## src/rtl/alu_pkg.sv

```systemverilog
// rtl/alu_pkg.sv - opcode constants, FSM state encoding and decode helper for alu_multicycle
package alu_pkg;

  // Legacy opcodes 0-7 keep their original encoding.
  localparam logic [3:0] OP_BUF_A = 4'd0;
  localparam logic [3:0] OP_NOT_A = 4'd1;
  localparam logic [3:0] OP_ADD   = 4'd2;
  localparam logic [3:0] OP_OR    = 4'd3;
  localparam logic [3:0] OP_AND   = 4'd4;
  localparam logic [3:0] OP_NOT_B = 4'd5;
  localparam logic [3:0] OP_BUF_B = 4'd6;
  localparam logic [3:0] OP_LOW   = 4'd7;
  localparam logic [3:0] OP_SUB   = 4'd8;
  localparam logic [3:0] OP_XOR   = 4'd9;
  localparam logic [3:0] OP_SLT   = 4'd10;
  localparam logic [3:0] OP_SHL   = 4'd11;
  localparam logic [3:0] OP_SHR   = 4'd12;
  localparam logic [3:0] OP_MUL   = 4'd13;
  localparam logic [3:0] OP_DIVU  = 4'd14;
  localparam logic [3:0] OP_NOR   = 4'd15;

  localparam logic [0:0] ST_IDLE = 1'b0;
  localparam logic [0:0] ST_CALC = 1'b1;

  // Opcodes that go through the iterative datapath instead of finishing in one cycle.
  function automatic logic is_iter_op(input logic [3:0] op);
    return (op == OP_MUL) || (op == OP_DIVU);
  endfunction

endpackage

```

## src/rtl/alu_iter_unit.sv

```systemverilog
// rtl/alu_iter_unit.sv - shift-add multiply / restoring divide datapath, one step per cycle
module alu_iter_unit
  import alu_pkg::*;
#(
  parameter int WIDTH = 8
) (
  input  logic             clk,
  input  logic             reset,
  input  logic             load,
  input  logic             op_is_div,
  input  logic [WIDTH-1:0] a,
  input  logic [WIDTH-1:0] b,
  output logic [WIDTH-1:0] res_lo,
  output logic [WIDTH-1:0] res_hi,
  output logic             last
);

  localparam int CW = $clog2(WIDTH) + 1;

  // hi_q: MUL accumulator / DIVU partial remainder.
  // lo_q: MUL multiplier shifting out / DIVU dividend shifting out, quotient shifting in.
  logic [CW-1:0]    count;
  logic [WIDTH-1:0] hi_q;
  logic [WIDTH-1:0] lo_q;
  logic [WIDTH-1:0] b_q;
  logic             div_q;

  logic [WIDTH:0]   mul_sum;
  logic [WIDTH:0]   div_shift;
  logic [WIDTH-1:0] div_diff;
  logic             div_ge;
  logic [WIDTH-1:0] hi_nx;
  logic [WIDTH-1:0] lo_nx;

  // Next-step values; exposed as results so the final step lands straight in the output registers.
  always_comb begin
    mul_sum   = {1'b0, hi_q} + (lo_q[0] ? {1'b0, b_q} : {(WIDTH+1){1'b0}});
    div_shift = {hi_q, lo_q[WIDTH-1]};
    // The remainder is always below the divisor, so a successful trial difference fits WIDTH bits.
    div_diff  = div_shift[WIDTH-1:0] - b_q;
    div_ge    = (div_shift >= {1'b0, b_q});
    if (div_q) begin
      hi_nx = div_ge ? div_diff : div_shift[WIDTH-1:0];
      lo_nx = {lo_q[WIDTH-2:0], div_ge};
    end else begin
      hi_nx = mul_sum[WIDTH:1];
      lo_nx = {mul_sum[0], lo_q[WIDTH-1:1]};
    end
    res_lo = lo_nx;
    res_hi = hi_nx;
    last   = (count == CW'(1));
  end

  // Load operands on accept, then step and count down until the counter empties.
  always_ff @(posedge clk or posedge reset) begin
    if (reset) begin
      count <= '0;
      hi_q  <= '0;
      lo_q  <= '0;
      b_q   <= '0;
      div_q <= 1'b0;
    end else if (load) begin
      count <= CW'(WIDTH);
      hi_q  <= '0;
      lo_q  <= a;
      b_q   <= b;
      div_q <= op_is_div;
    end else if (count != '0) begin
      count <= count - CW'(1);
      hi_q  <= hi_nx;
      lo_q  <= lo_nx;
    end
  end

endmodule

```

## src/rtl/alu_multicycle.sv

```systemverilog
// rtl/alu_multicycle.sv - registered ALU with start/busy/done handshake and iterative MUL/DIVU
module alu_multicycle
  import alu_pkg::*;
#(
  parameter int WIDTH = 8,
  parameter int SHW   = $clog2(WIDTH)
) (
  input  logic             clk,
  input  logic             reset,
  input  logic             start,
  input  logic [3:0]       S,
  input  logic [WIDTH-1:0] A,
  input  logic [WIDTH-1:0] B,
  input  logic             cin,
  output logic [WIDTH-1:0] out,
  output logic [WIDTH-1:0] hi,
  output logic             cout,
  output logic             ovf,
  output logic             zero,
  output logic             g,
  output logic             e,
  output logic             dz,
  output logic             busy,
  output logic             done
);

  logic [0:0]       state;
  logic [WIDTH-1:0] a_q;
  logic [WIDTH-1:0] b_q;
  logic             div_q;

  logic [WIDTH:0]   add_sum;
  logic [WIDTH:0]   sub_sum;
  logic [WIDTH-1:0] sc_out;
  logic             sc_cout;
  logic             sc_ovf;

  logic             iter_load;
  logic [WIDTH-1:0] iter_lo;
  logic [WIDTH-1:0] iter_hi;
  logic             iter_last;

  assign busy      = (state == ST_CALC);
  assign iter_load = start && (state == ST_IDLE) && is_iter_op(S);

  // Single-cycle result and arithmetic flags, evaluated on the inputs being accepted this edge.
  always_comb begin
    add_sum = {1'b0, A} + {1'b0, B} + {{WIDTH{1'b0}}, cin};
    sub_sum = {1'b0, A} + {1'b0, ~B} + {{WIDTH{1'b0}}, 1'b1};
    sc_out  = '0;
    sc_cout = 1'b0;
    sc_ovf  = 1'b0;
    case (S)
      OP_BUF_A: sc_out = A;
      OP_NOT_A: sc_out = ~A;
      OP_ADD: begin
        sc_out  = add_sum[WIDTH-1:0];
        sc_cout = add_sum[WIDTH];
        sc_ovf  = (A[WIDTH-1] == B[WIDTH-1]) && (add_sum[WIDTH-1] != A[WIDTH-1]);
      end
      OP_OR:    sc_out = A | B;
      OP_AND:   sc_out = A & B;
      OP_NOT_B: sc_out = ~B;
      OP_BUF_B: sc_out = B;
      OP_LOW:   sc_out = '0;
      OP_SUB: begin
        sc_out  = sub_sum[WIDTH-1:0];
        sc_cout = sub_sum[WIDTH];
        sc_ovf  = (A[WIDTH-1] != B[WIDTH-1]) && (sub_sum[WIDTH-1] != A[WIDTH-1]);
      end
      OP_XOR:   sc_out = A ^ B;
      OP_SLT:   sc_out = {{(WIDTH-1){1'b0}}, ($signed(A) < $signed(B))};
      OP_SHL:   sc_out = A << B[SHW-1:0];
      OP_SHR:   sc_out = A >> B[SHW-1:0];
      OP_MUL:   sc_out = '0;
      OP_DIVU:  sc_out = '0;
      OP_NOR:   sc_out = ~(A | B);
      default:  sc_out = '0;
    endcase
  end

  alu_iter_unit #(.WIDTH(WIDTH)) u_iter (
    .clk       (clk),
    .reset     (reset),
    .load      (iter_load),
    .op_is_div (S == OP_DIVU),
    .a         (A),
    .b         (B),
    .res_lo    (iter_lo),
    .res_hi    (iter_hi),
    .last      (iter_last)
  );

  // FSM plus result/flag registers; outputs only change on a cycle that also raises done.
  always_ff @(posedge clk or posedge reset) begin
    if (reset) begin
      state <= ST_IDLE;
      a_q   <= '0;
      b_q   <= '0;
      div_q <= 1'b0;
      out   <= '0;
      hi    <= '0;
      cout  <= 1'b0;
      ovf   <= 1'b0;
      zero  <= 1'b0;
      g     <= 1'b0;
      e     <= 1'b0;
      dz    <= 1'b0;
      done  <= 1'b0;
    end else begin
      done <= 1'b0;
      if (state == ST_CALC) begin
        if (iter_last) begin
          out   <= iter_lo;
          hi    <= iter_hi;
          cout  <= 1'b0;
          ovf   <= 1'b0;
          zero  <= (iter_lo == '0);
          g     <= (a_q > b_q);
          e     <= (a_q == b_q);
          dz    <= div_q && (b_q == '0);
          done  <= 1'b1;
          state <= ST_IDLE;
        end
      end else if (start) begin
        a_q   <= A;
        b_q   <= B;
        div_q <= (S == OP_DIVU);
        if (is_iter_op(S)) begin
          state <= ST_CALC;
        end else begin
          out  <= sc_out;
          hi   <= '0;
          cout <= sc_cout;
          ovf  <= sc_ovf;
          zero <= (sc_out == '0);
          g    <= (A > B);
          e    <= (A == B);
          dz   <= 1'b0;
          done <= 1'b1;
        end
      end
    end
  end

endmodule

```

## config.mk

```make
export PLATFORM = sky130hd
export DESIGN_NAME = alu_multicycle
export DESIGN_NICKNAME = d
export VERILOG_FILES = /design/src/rtl/alu_pkg.sv /design/src/rtl/alu_iter_unit.sv /design/src/rtl/alu_multicycle.sv
export SDC_FILE = /design/constraint.sdc
export NUM_CORES = 1
export LEC_CHECK = 0
export ABC_AREA = 1
export CORE_UTILIZATION = 35
export CTS_BUF_LIST = sky130_fd_sc_hd__clkbuf_4 sky130_fd_sc_hd__clkbuf_8 sky130_fd_sc_hd__clkbuf_16
export DETAILED_ROUTE_END_ITERATION = 8
export PLACE_DENSITY = 0.51
export SYNTH_ARGS = -nofsm -noshare
export SYNTH_HDL_FRONTEND = slang
export SYNTH_SLANG_ARGS = --single-unit
```

## constraint.sdc

```tcl
create_clock -name clk -period 2.25 [get_ports clk]
set_input_delay 0.45 -clock clk [delete_from_list [all_inputs] [get_ports clk]]
set_output_delay 0.45 -clock clk [all_outputs]
set_load 0.1 [all_outputs]
```

==> flow_summary.ini <==
[power_and_ir_drop]
sw_frac_of_total_pct = 49.1
p_leak_nw = 4.73
internal_power_w = 0.00560
powerDensity_nw_per_um2 = 1250
seqPwrFrac_pct = 20.4
power.share.combinational_pct = 65.8
vdd_drop_max_mv = 0.763
power_switching_w = 0.00541
p_clk_share_pct = 13.8

[synth]
synth_cell_types = 40
ys_seq_area_share_pct = 28.8
syn_inst = 936
async_flop_share_pct = 100
yosys_warnings = 0
syn_area_per_cell_um2 = 6.51
netlist_area_um2 = 6090
synth_ff_type = dfrtp_1
synth_nets = 1019
synth-edff-count = 0
ys_seq_elements = 70

[cells_and_area]
final_cells = 1371
register_area_um2 = 1750
final_cell_mix = 301 x nand2_1, 193 x buf_4, 99 x nand3_1
n_antenna_cell = 0
multi_input_area_um2 = 4180
nets = 1231
fin_area_um2 = 8830
drive_above_1_share_pct = 29.1
synthToLayoutAreaGrowth_pct = 44.9
num-fill-cells = 1725
layout_commonest_cell = nand2_1

[clock_network]
cts_root_buffer = clkbuf_16
cts_sinks = 70
cts_made_buffers = 9
tritoncts = done
h-tree-depth = 3
cts_buffer_depth = 2
clk_latency_ps = 330
clk_pin_slew_ps = 60

[global_routing]
grt_pass1_vias = 6538
grt_start_max_net_pins = 61
overflow = 0
grt_pass1_wl_mm = 35.7
antenna_found_initial = 0
track_usage_pct = 26.3

[floorplanning]
core_area_um2 = 16800
start_util_pct = 36.3
io_pins = 48
die-area_um2 = 17900
die_width_um = 134
row_count = 47
die_y_um = 134

[route]
wl_met2_mm = 11.5
top_layer = met4
wl_met1_mm = 9.96
drt-total-wl_mm = 23.3
wl_per_cell_um = 17.0
route.detailed.drc = 0
drtPass1Iterations = 5
final_antenna_net_count = 0
dr_wl_met3_um = 917
vias = 6906
via_per_inst = 5.04
dr.first_iter.drc_count = 398

[placed_design]
hpwl_mm = 18.4
dp_cells = 1339
preCtsSetupSlack_ps = -645
dpl-instance-area_um2 = 7950
numPortBuffers = 47
place.gp.congestion = 0.991

[timing]
layout_setup_ws_ps = 48.0
rsz0062_at_grt = yes
setup-violations-final = 0
fin_setup_tns_ps = 0
drv_slew = 0
fin_crit_sh_pct = 97.9
relSlewSlack_pct = 57.5
fmax_ghz = 0.454
hold_violations = 0
layout_min_cycle_time_ps = 2200
worst_pin_slew_ps = 635
clock_skew_ps = 4.60

[worst_setup_path]
crit_fanout = 3
critPathLaunch = u_iter.b_q[1]
start_kind = register
rr_worst_depth = 16
timing.rr.end = hi[7]
endpoint_kind = register
critical_path_class = register to register
critPathRequiredTime_ps = 2470
cp.arrival_ps = 2420
r2r_slack_ps = 50
r2r_start = u_iter.b_q[1]

[flow_run]
max_cap_viol_count = 0

[run_status]
status = completed

[min_path]
hold_path.class = input pin to async pin
-- cell usage after synthesis, drive strengths merged (4+ instances only) --
cell type  instances  area share, %
or2                4           0.41
clkbuf             8           0.49
a221oi             7            1.0
nand4              7           0.72
nor2              79            5.0
dfrtp             70             29
o221ai             8            1.2
ha                54             11
buf               16            1.4
a21oi             32            2.6
xnor2              4           0.58
nor3               5           0.49
fa                 5            1.6
nand3            107            8.8
nand2            316             20
inv              118            7.3
o21ai             62            5.1
o211ai             5           0.62
-- registers in the layout, indices dropped and copies added, names as in the netlist --
name,cells
hi,8
zero,1
u_iter.count,4
cout,1
dz,1
b_q,8
u_iter.div_q,1
a_q,8
busy,1
e,1
u_iter.hi_q,8
out,8
u_iter.b_q,8
done,1
g,1
div_q,1
ovf,1
u_iter.lo_q,8
-- critical path: stages (launching register included) --
cell	delay [ps]
dfrtp_1	410
buf_4	150
nand2_1	50
inv_1	60
fa_2	370
nand2_2	70
inv_2	50
o21ai_2	110
nand2_1	80
nand2_1	80
nand2_1	70
a21oi_2	180
nor2_2	70
o21ai_1	120
nand2_1	80
nand3_1	90
nand2_1	50
-- repair_timing --
item,4_1_cts,5_1_grt
setup endpoints to repair,20,26
setup buffers,7,11
hold buffers,0,0
pin swaps,11,40
resized for setup,48,101
-- through the flow --
stage               total power [W]  hold WS [ps]  utilization (%)
floorplan                   0.00642           450                -
global placement            0.00869           462             47.4
detailed placement          0.00874           472             47.4
CTS                          0.0105           385             50.7
global route                 0.0118           413             52.7
finish                       0.0110           376             52.7
-- power groups by stage --
| stage | clock, W | sequential [W] | combinational, W |
|---|---|---|---|
| floorplan | 0 | 0.00337 | 0.00306 |
| global placement | 0 | 0.00224 | 0.00645 |
| detailed placement | 0 | 0.00224 | 0.00650 |
| CTS | 0.00155 | 0.00224 | 0.00676 |
| global route | 0.00159 | 0.00231 | 0.00794 |
| finish | 0.00151 | 0.00225 | 0.00725 |
-- cells by family after synthesis --
kind of cell,synth area share (%)
AOI/OAI and AO/OA,12.2
xor gates and xnor gates,1.01
adders and majority gates,12.7
buffers and inverters,9.32
DFF,28.8
and+or+nand+nor,35.9
-- worst max-delay path by stage --
stage	endpoint	slack (ps)
after global routing	hi[7]	-110
after detailed placement	zero	-650
after global placement	zero	-600
after floorplan	zero	2
final	hi[7]	50
after CTS	zero	-2
-- metal layers --
metal | vias up | GRT usage (%)
li1 | 3464 | -
met1 | 3191 | 33.1
met2 | 185 | 45.6
met3 | 66 | 2.23
met4 | 0 | 12.1
met5 | - | 0
-- cell type report --
cell class,count,area share (%)
multi-input combinational,722,47.4
timing repair buffer,225,20.9
sequential,70,19.9
inverter,120,5.26
tap,220,3.12
clock buffer,10,2.71
clock inverter,4,0.822
Power figures use the tool's default switching activity.
